## config.mk

```make
export PLATFORM = sky130hd
export DESIGN_NAME = partial_stub_driver
export DESIGN_NICKNAME = d
export VERILOG_FILES = /design/src/rtl/partial_stub_pkg.sv /design/src/rtl/partial_stub_shift.sv /design/src/rtl/partial_stub_driver.sv
export SDC_FILE = /design/constraint.sdc
export NUM_CORES = 1
export LEC_CHECK = 0
export CORE_ASPECT_RATIO = 1.1
export CORE_MARGIN = 3
export CORE_UTILIZATION = 54
export DETAILED_ROUTE_END_ITERATION = 7
export PLACE_DENSITY = 0.88
export SLEW_MARGIN = 10
export SYNTH_ARGS = -nofsm -noshare
export SYNTH_HDL_FRONTEND = slang
export SYNTH_SLANG_ARGS = --single-unit
export TNS_END_PERCENT = 5
```

## constraint.sdc

```tcl
create_clock -name CLK -period 2.6 [get_ports CLK]
set_input_delay 0.39 -clock CLK [delete_from_list [all_inputs] [get_ports CLK]]
set_output_delay 0.39 -clock CLK [all_outputs]
set_load 0.1 [all_outputs]
```

## src/rtl/partial_stub_pkg.sv

```systemverilog
// ============================================================================
// Module   : partial_stub_pkg
// Brief    : Shared types and helpers for the partial-circuit stub driver.
// Revision : 1.0
// ============================================================================
`default_nettype none

package partial_stub_pkg;

    localparam int N_STUBS_MAX = 256;

    typedef enum logic [1:0] {
        IDLE   = 2'd0,
        SHIFT  = 2'd1,
        COMMIT = 2'd2
    } stub_state_e;

    // Bits needed to represent values 0..value-1 (minimum 1).
    function automatic int clog2(input int value);
        int r;
        int v;
        r = 0;
        v = value - 1;
        while (v > 0) begin
            r = r + 1;
            v = v >> 1;
        end
        if (r == 0) begin
            r = 1;
        end
        return r;
    endfunction

endpackage

`default_nettype wire

```

## src/rtl/partial_stub_shift.sv

```systemverilog
// ============================================================================
// Module   : partial_stub_shift
// Brief    : Right-shift register with serial-in at MSB, enable and parallel load.
// Revision : 1.0
// ============================================================================
`default_nettype none

module partial_stub_shift #(
    parameter int               WIDTH     = 8,
    parameter logic [WIDTH-1:0] RESET_VAL = '0
) (
    input  logic             clk,
    input  logic             rst_n,
    input  logic             i_en,
    input  logic             i_sin,
    input  logic             i_load,
    input  logic [WIDTH-1:0] i_load_val,
    output logic [WIDTH-1:0] o_q
);

    logic [WIDTH-1:0] shift_q;
    logic [WIDTH-1:0] shift_d;
    logic [WIDTH-1:0] w_shifted;

    generate
        if (WIDTH == 1) begin : g_w1
            assign w_shifted = i_sin;
        end else begin : g_wn
            assign w_shifted = {i_sin, shift_q[WIDTH-1:1]};
        end
    endgenerate

    // Parallel load takes priority over a shift in the same cycle.
    always_comb begin
        shift_d = shift_q;
        if (i_load) begin
            shift_d = i_load_val;
        end else if (i_en) begin
            shift_d = w_shifted;
        end
    end

    always_ff @(posedge clk) begin
        if (!rst_n) begin
            shift_q <= RESET_VAL;
        end else begin
            shift_q <= shift_d;
        end
    end

    assign o_q = shift_q;

endmodule

`default_nettype wire

```

## src/rtl/partial_stub_driver.sv

```systemverilog
// ============================================================================
// Module   : partial_stub_driver
// Brief    : Serially loads a stub vector and commits it atomically to O_stub.
//            Optional readback via macro PARTIAL_STUB_DRIVER_READBACK_EN.
// Revision : 1.0
// ============================================================================
`default_nettype none

module partial_stub_driver
    import partial_stub_pkg::*;
#(
    parameter int                 N_STUBS   = 8,
    parameter logic [N_STUBS-1:0] RESET_VAL = '0
) (
    input  logic               CLK,
    input  logic               RESETN,
    input  logic               I_valid,
    input  logic               I_data,
    output logic               I_ready,
    input  logic               I_abort,
    output logic [N_STUBS-1:0] O_stub,
    output logic               O_commit,
`ifdef PARTIAL_STUB_DRIVER_READBACK_EN
    output logic               O_busy,
    output logic               O_scan
`else
    output logic               O_busy
`endif
);

    localparam int               CNT_W      = clog2(N_STUBS + 1);
    localparam logic [CNT_W-1:0] C_CNT_LAST = CNT_W'(N_STUBS - 1);

    stub_state_e        state_q;
    stub_state_e        state_d;
    logic [CNT_W-1:0]   count_q;
    logic [CNT_W-1:0]   count_d;
    logic [N_STUBS-1:0] stub_q;
    logic [N_STUBS-1:0] stub_d;
    logic               commit_q;
    logic               commit_d;

    logic               w_xfer;
    logic               w_abort;
    logic               w_accept;
    logic [N_STUBS-1:0] w_shadow;

    // An abort in SHIFT swallows the coincident beat.
    assign w_xfer   = I_valid && I_ready;
    assign w_abort  = (state_q == SHIFT) && I_abort;
    assign w_accept = w_xfer && !w_abort;

    always_ff @(posedge CLK) begin
        if (!RESETN) begin
            state_q  <= IDLE;
            count_q  <= '0;
            stub_q   <= RESET_VAL;
            commit_q <= 1'b0;
        end else begin
            state_q  <= state_d;
            count_q  <= count_d;
            stub_q   <= stub_d;
            commit_q <= commit_d;
        end
    end

    always_comb begin
        state_d = state_q;
        case (state_q)
            IDLE: begin
                if (w_accept) begin
                    state_d = (N_STUBS == 1) ? COMMIT : SHIFT;
                end
            end
            SHIFT: begin
                if (w_abort) begin
                    state_d = IDLE;
                end else if (w_accept && (count_q == C_CNT_LAST)) begin
                    state_d = COMMIT;
                end
            end
            COMMIT:  state_d = IDLE;
            default: state_d = IDLE;
        endcase
    end

    always_comb begin
        count_d  = count_q;
        stub_d   = stub_q;
        commit_d = 1'b0;
        case (state_q)
            IDLE: begin
                if (w_accept) begin
                    count_d = CNT_W'(1);
                end
            end
            SHIFT: begin
                if (w_abort) begin
                    count_d = '0;
                end else if (w_accept) begin
                    count_d = count_q + CNT_W'(1);
                end
            end
            COMMIT: begin
                count_d  = '0;
                stub_d   = w_shadow;
                commit_d = 1'b1;
            end
            default: count_d = '0;
        endcase
    end

    always_comb begin
        I_ready  = RESETN && (state_q != COMMIT);
        O_busy   = (state_q != IDLE);
        O_stub   = stub_q;
        O_commit = commit_q;
    end

    partial_stub_shift #(
        .WIDTH     (N_STUBS),
        .RESET_VAL (RESET_VAL)
    ) u_shadow (
        .clk        (CLK),
        .rst_n      (RESETN),
        .i_en       (w_accept),
        .i_sin      (I_data),
        .i_load     (1'b0),
        .i_load_val (RESET_VAL),
        .o_q        (w_shadow)
    );

`ifdef PARTIAL_STUB_DRIVER_READBACK_EN
    logic [N_STUBS-1:0] w_scan;

    // Captures the vector being committed so the next frame can read it back.
    partial_stub_shift #(
        .WIDTH     (N_STUBS),
        .RESET_VAL (RESET_VAL)
    ) u_scan (
        .clk        (CLK),
        .rst_n      (RESETN),
        .i_en       (w_accept),
        .i_sin      (1'b0),
        .i_load     (state_q == COMMIT),
        .i_load_val (w_shadow),
        .o_q        (w_scan)
    );

    assign O_scan = w_accept & w_scan[0];
`endif

endmodule

`default_nettype wire

```

# After elaboration in Yosys (flattened, before gate mapping)
# Cells that the tools add are included.
word_totals:
  reg_bits: 23
  out_inout_bits: 11
  wordCells: 32
classes:
  addsub: 1
  eq_ne: 7
  muxes: 9
  n_reduce_logical: 10
op_table:
  columns: ["cell", "count"]
  rows:
  - ["two-way mux 4 bit", 3]
  - ["case mux 4 bit (2 select lines)", 1]
  - ["two-way mux 2 bit", 3]
  - ["logical AND 1 bit", 5]
  - ["adder 4 x 1 -> 4 bit, second input constant", 1]
  - ["equality test 4 x 3 -> 1 bit, second input constant", 1]
  - ["!= test 2 bit, second input constant", 2]
  - ["case mux 2 bit (2 select lines)", 1]
  - ["AND reduction 2 bit", 2]
  - ["!= test 3 x 2 -> 1 bit, second input constant", 1]
  - ["!= test 3 bit, second input constant", 1]
  - ["equality test 2 x 1 -> 1 bit, second input constant", 1]
  - ["equality test 2 bit, second input constant", 1]
  - ["logical NOT 2 bit", 1]
  - ["nonzero test 2 bit", 1]
  - ["logical NOT 1 bit", 1]
  - ["two-way mux 1 bit", 1]

# Longest topological paths before layout
logic_depth:
  ltp_word: 8
  depth_mapped: 5

# Hierarchy
# Synthesis repeated with hierarchy kept, for this count alone.
unflattened:
  hier_cells: 95
  area_unflattened_um2: 1086.0
by_module_without_submodules:
  columns: ["module", "n_inst", "cells_per_inst", "area_each_um2", "seq_area_each_um2"]
  rows:
  - ["partial_stub_driver", 1, 60, 645.6, 300.3]
  - ["partial_stub_shift", 1, 35, 440.4, 160.2]

# Least setup slack after synthesis
# Ideal clock, no wire load.
synth_timing:
  kind: "register to output"
  from: "register state_q[0]"
  to: "output I_ready"
  arrival_time_ns: 0.946
  path_slack_ns: 1.264
  path_stages_with_launch: 5
  path_buffers: 2
  path_cell_list: "dfxtp_1 > buf_4 > nand2b_4 > and2_1 > buf_6"
synth_via:
  elab_chain_cells: 2
synth_rtl:
  columns: ["item", "line", "source"]
  rows:
  - ["start, declared", "partial_stub_driver.sv:34", "stub_state_e state_q;"]
  - ["start signal, assigned", "partial_stub_driver.sv:60", "state_q <= state_d;"]
  - ["!= test 2 bit", "partial_stub_driver.sv:114", "I_ready = RESETN && (state_q != COMMIT);"]
  - ["logical AND 1 bit", "partial_stub_driver.sv:114", null]
  - ["end, declared", "partial_stub_driver.sv:19", "output logic I_ready,"]
# Every way passes these cells.

# Worst setup path in the final report
# Same ends and word-level chain as after synthesis.

==> impl_metrics.json <==
{
  "cts_inserted_buffers": 3,
  "yosys.cell_types.count": 31,
  "grt_antenna_before_repair": 0,
  "post_cts_hold_buffer_count": 0,
  "setup_violation_total_in_the_final_timing_report": 0,
  "synth_sequential_area_ratio_pct": 47.7,
  "n_antenna_cell": 0,
  "wirelength_microns": 1690,
  "floorplan.rows": 15,
  "critPathMaxFanout": 9,
  "max_clock_freq_ghz": 0.493,
  "p_leak_nw": 0.477,
  "die_footprint_sq_um": 2330,
  "grt_overflow_total": 0,
  "route.antenna.remaining_nets": 0,
  "cts_htree_levels": 1,
  "synth_top_area_share_pct": 47.7,
  "die_height_microns": 50.3,
  "finalHoldViolations": 0,
  "detail_route.drc_violations": 0,
  "cp_data_arrival_time_ns": 1.64,
  "synthToLayoutAreaGrowth_pct": 16.5,
  "fin_hold_ws_ns": 0.473,
  "synth_area_sq_um": 965,
  "fin_nets": 118,
  "io_buffer_count": 15,
  "cts_repair_resize_count": 0,
  "core_region_area_sq_um": 1630,
  "place_congestion": 0.873,
  "synthesized_nets": 102,
  "finalWorstPathRequiredPeriod_ns": 2.03,
  "worstSetupStartpointType": "flop",
  "most_common_cell_after_layout_fill_and_taps_aside": "dfxtp_1",
  "required_ns": 2.21,
  "setup_repair_after_global_routing_missed_its_margin": "no",
  "yosys-top-cells-area": "dfxtp_1 (48%), mux2i_1 (8.3%), a22o_1 (7.3%)",
  "initial_core_utilization_pct": 59.1,
  "yosysWarnings": 0,
  "postCtsSetupBuffers": 0,
  "relSlewSlack_pct": 70.9,
  "clk_pin_slew_worst_paths_ns": 0.12,
  "cts-root-to-sink-buffers": 2,
  "cts_tree": "built",
  "num_vias": 717,
  "synth_area_per_cell_sq_um": 10.0,
  "vias_per_cell": 5.60,
  "finalMaxSlewViolations": 0,
  "cts-root-buf": "clkbuf_4",
  "crit_type": "flop to output port",
  "asyncSetResetFlopFracSynth_pct": 0,
  "min-delay-path-class": "flop to flop",
  "grt_pass1_wl_microns": 2830,
  "max_slew.worst_pin.slew_ns": 0.436,
  "dieWidth_microns": 46.3,
  "synth_cells": 96,
  "timing.critical_path.to_type": "output port",
  "avgRoutedWirePerCell_microns": 13.2,
  "boundaryPins": 16,
  "first_global_vias": 647,
  "period_utilization_post_route_pct": 78.0,
  "post-synth-top-area-cell": "dfxtp_1",
  "outcome": "complete, no violations",
  "final.setup_skew_ns": 0.00918,
  "post_route_cells_drive_above_1_share_pct": 20.7,
  "maximum_capacitance_violations": 0,
  "global_route.usage.total_pct": 16.0,
  "first_iter_violations": 17,
  "clk_latency_ns": 0.30,
  "yosys_most_used_dff": "dfxtp_1",
  "clock-sinks": 23,
  "power-per-cell-area_nw_per_um2": 527,
  "yosys_register_bits": 23,
  "firstDrtPassIters": 4,
  "synth_enable_flop_cells": 0,
  "most-common-layout-cells": "dfxtp_1 (23), nand2_1 (13), inv_1 (11), buf_4 (11)",
  "largest_voltage_drop_on_the_vdd_net_v": 0.000344,
  "largest_net_degree_at_the_start_of_global_routing": 17,
  "hpwlAfterDp_microns": 1300,
  "final_tns_setup_ns": 0,
  "num-fill-cells": 138
}
==> Yosys cell counts, types with 2 or more instances <==
cell       n
a21oi_1    4
a22o_1     8
buf_2      2
dfxtp_1   23
inv_1     11
mux2i_1    8
nand2_1   13
nand4b_1   4
==> final cells by class <==
class,instances,area [sq um],area share [%]
sequential,23,460,41.0
multi-input combinational,57,430,38.3
timing repair buffer,16,143,12.7
inverter,11,41.3,3.67
clock buffer,3,22.5,2.00
tap,17,21.3,1.89
clock inverter,1,5.00,0.445
==> registers in the layout (all words and copies together), names as in the netlist <==
| signal | count |
|---|---|
| state_q | 2 |
| u_shadow.o_q | 8 |
| count_q | 4 |
| O_stub | 8 |
| O_commit | 1 |
==> critical path, cell delays in order (launching register included) <==
cell and delay [ns]:
dfxtp_1 0.51, nand2b_4 0.23, and2_1 0.37, buf_12 0.23
==> power breakdown <==
| part | internal (mW) | switching (mW) | leakage, nW |
|---|---|---|---|
| Clock | 0.0573 | 0.104 | 0.0177 |
| Combinational | 0.0261 | 0.0404 | 0.273 |
| Sequential | 0.358 | 0.00688 | 0.186 |
==> metal layers <==
metal  share of wire, %  global-route usage (%)
met1                 45                    21.2
met2                 51                    25.9
met3                4.5                    3.23
met4                  0                    4.27
met5                  0                       0
==> worst paths after layout <==
check | startpoint | endpoint | slack, ns | cells past startpoint
max | state_q[0] | I_ready | 0.57 | 3
min | u_shadow.o_q[0] | u_shadow.o_q[0] | 0.47 | 2
max reg2reg | state_q[0] | O_stub[5] | 1.24 | 3
min reg2reg | u_shadow.o_q[0] | u_shadow.o_q[0] | 0.47 | 2
==> cell families after synthesis <==
logic type / share of synthesized area, %
AND/OR/NAND/NOR: 21.0
adder cells (fa/ha/maj): 1.30
multiplexers: 8.30
flip-flops: 47.7
buffers and inverters: 7.65
AO/OA/AOI/OAI: 14.0
==> per-stage QoR <==
stage | worst slack [ns] | std cells | total power [mW] | utilization (%) | instance area (sq um)
floorplan | 1.26 | 96 | 0.422 | - | 965
global placement | 0.748 | 124 | 0.437 | 67.1 | 1100
detailed placement | 0.744 | 124 | 0.439 | 67.1 | 1100
CTS | 0.556 | 128 | 0.598 | 68.8 | 1120
global route | 0.447 | 128 | 0.620 | 68.8 | 1120
finish | 0.573 | 128 | 0.592 | 68.8 | 1120
Note: power is estimated with default switching activity, not from simulation.
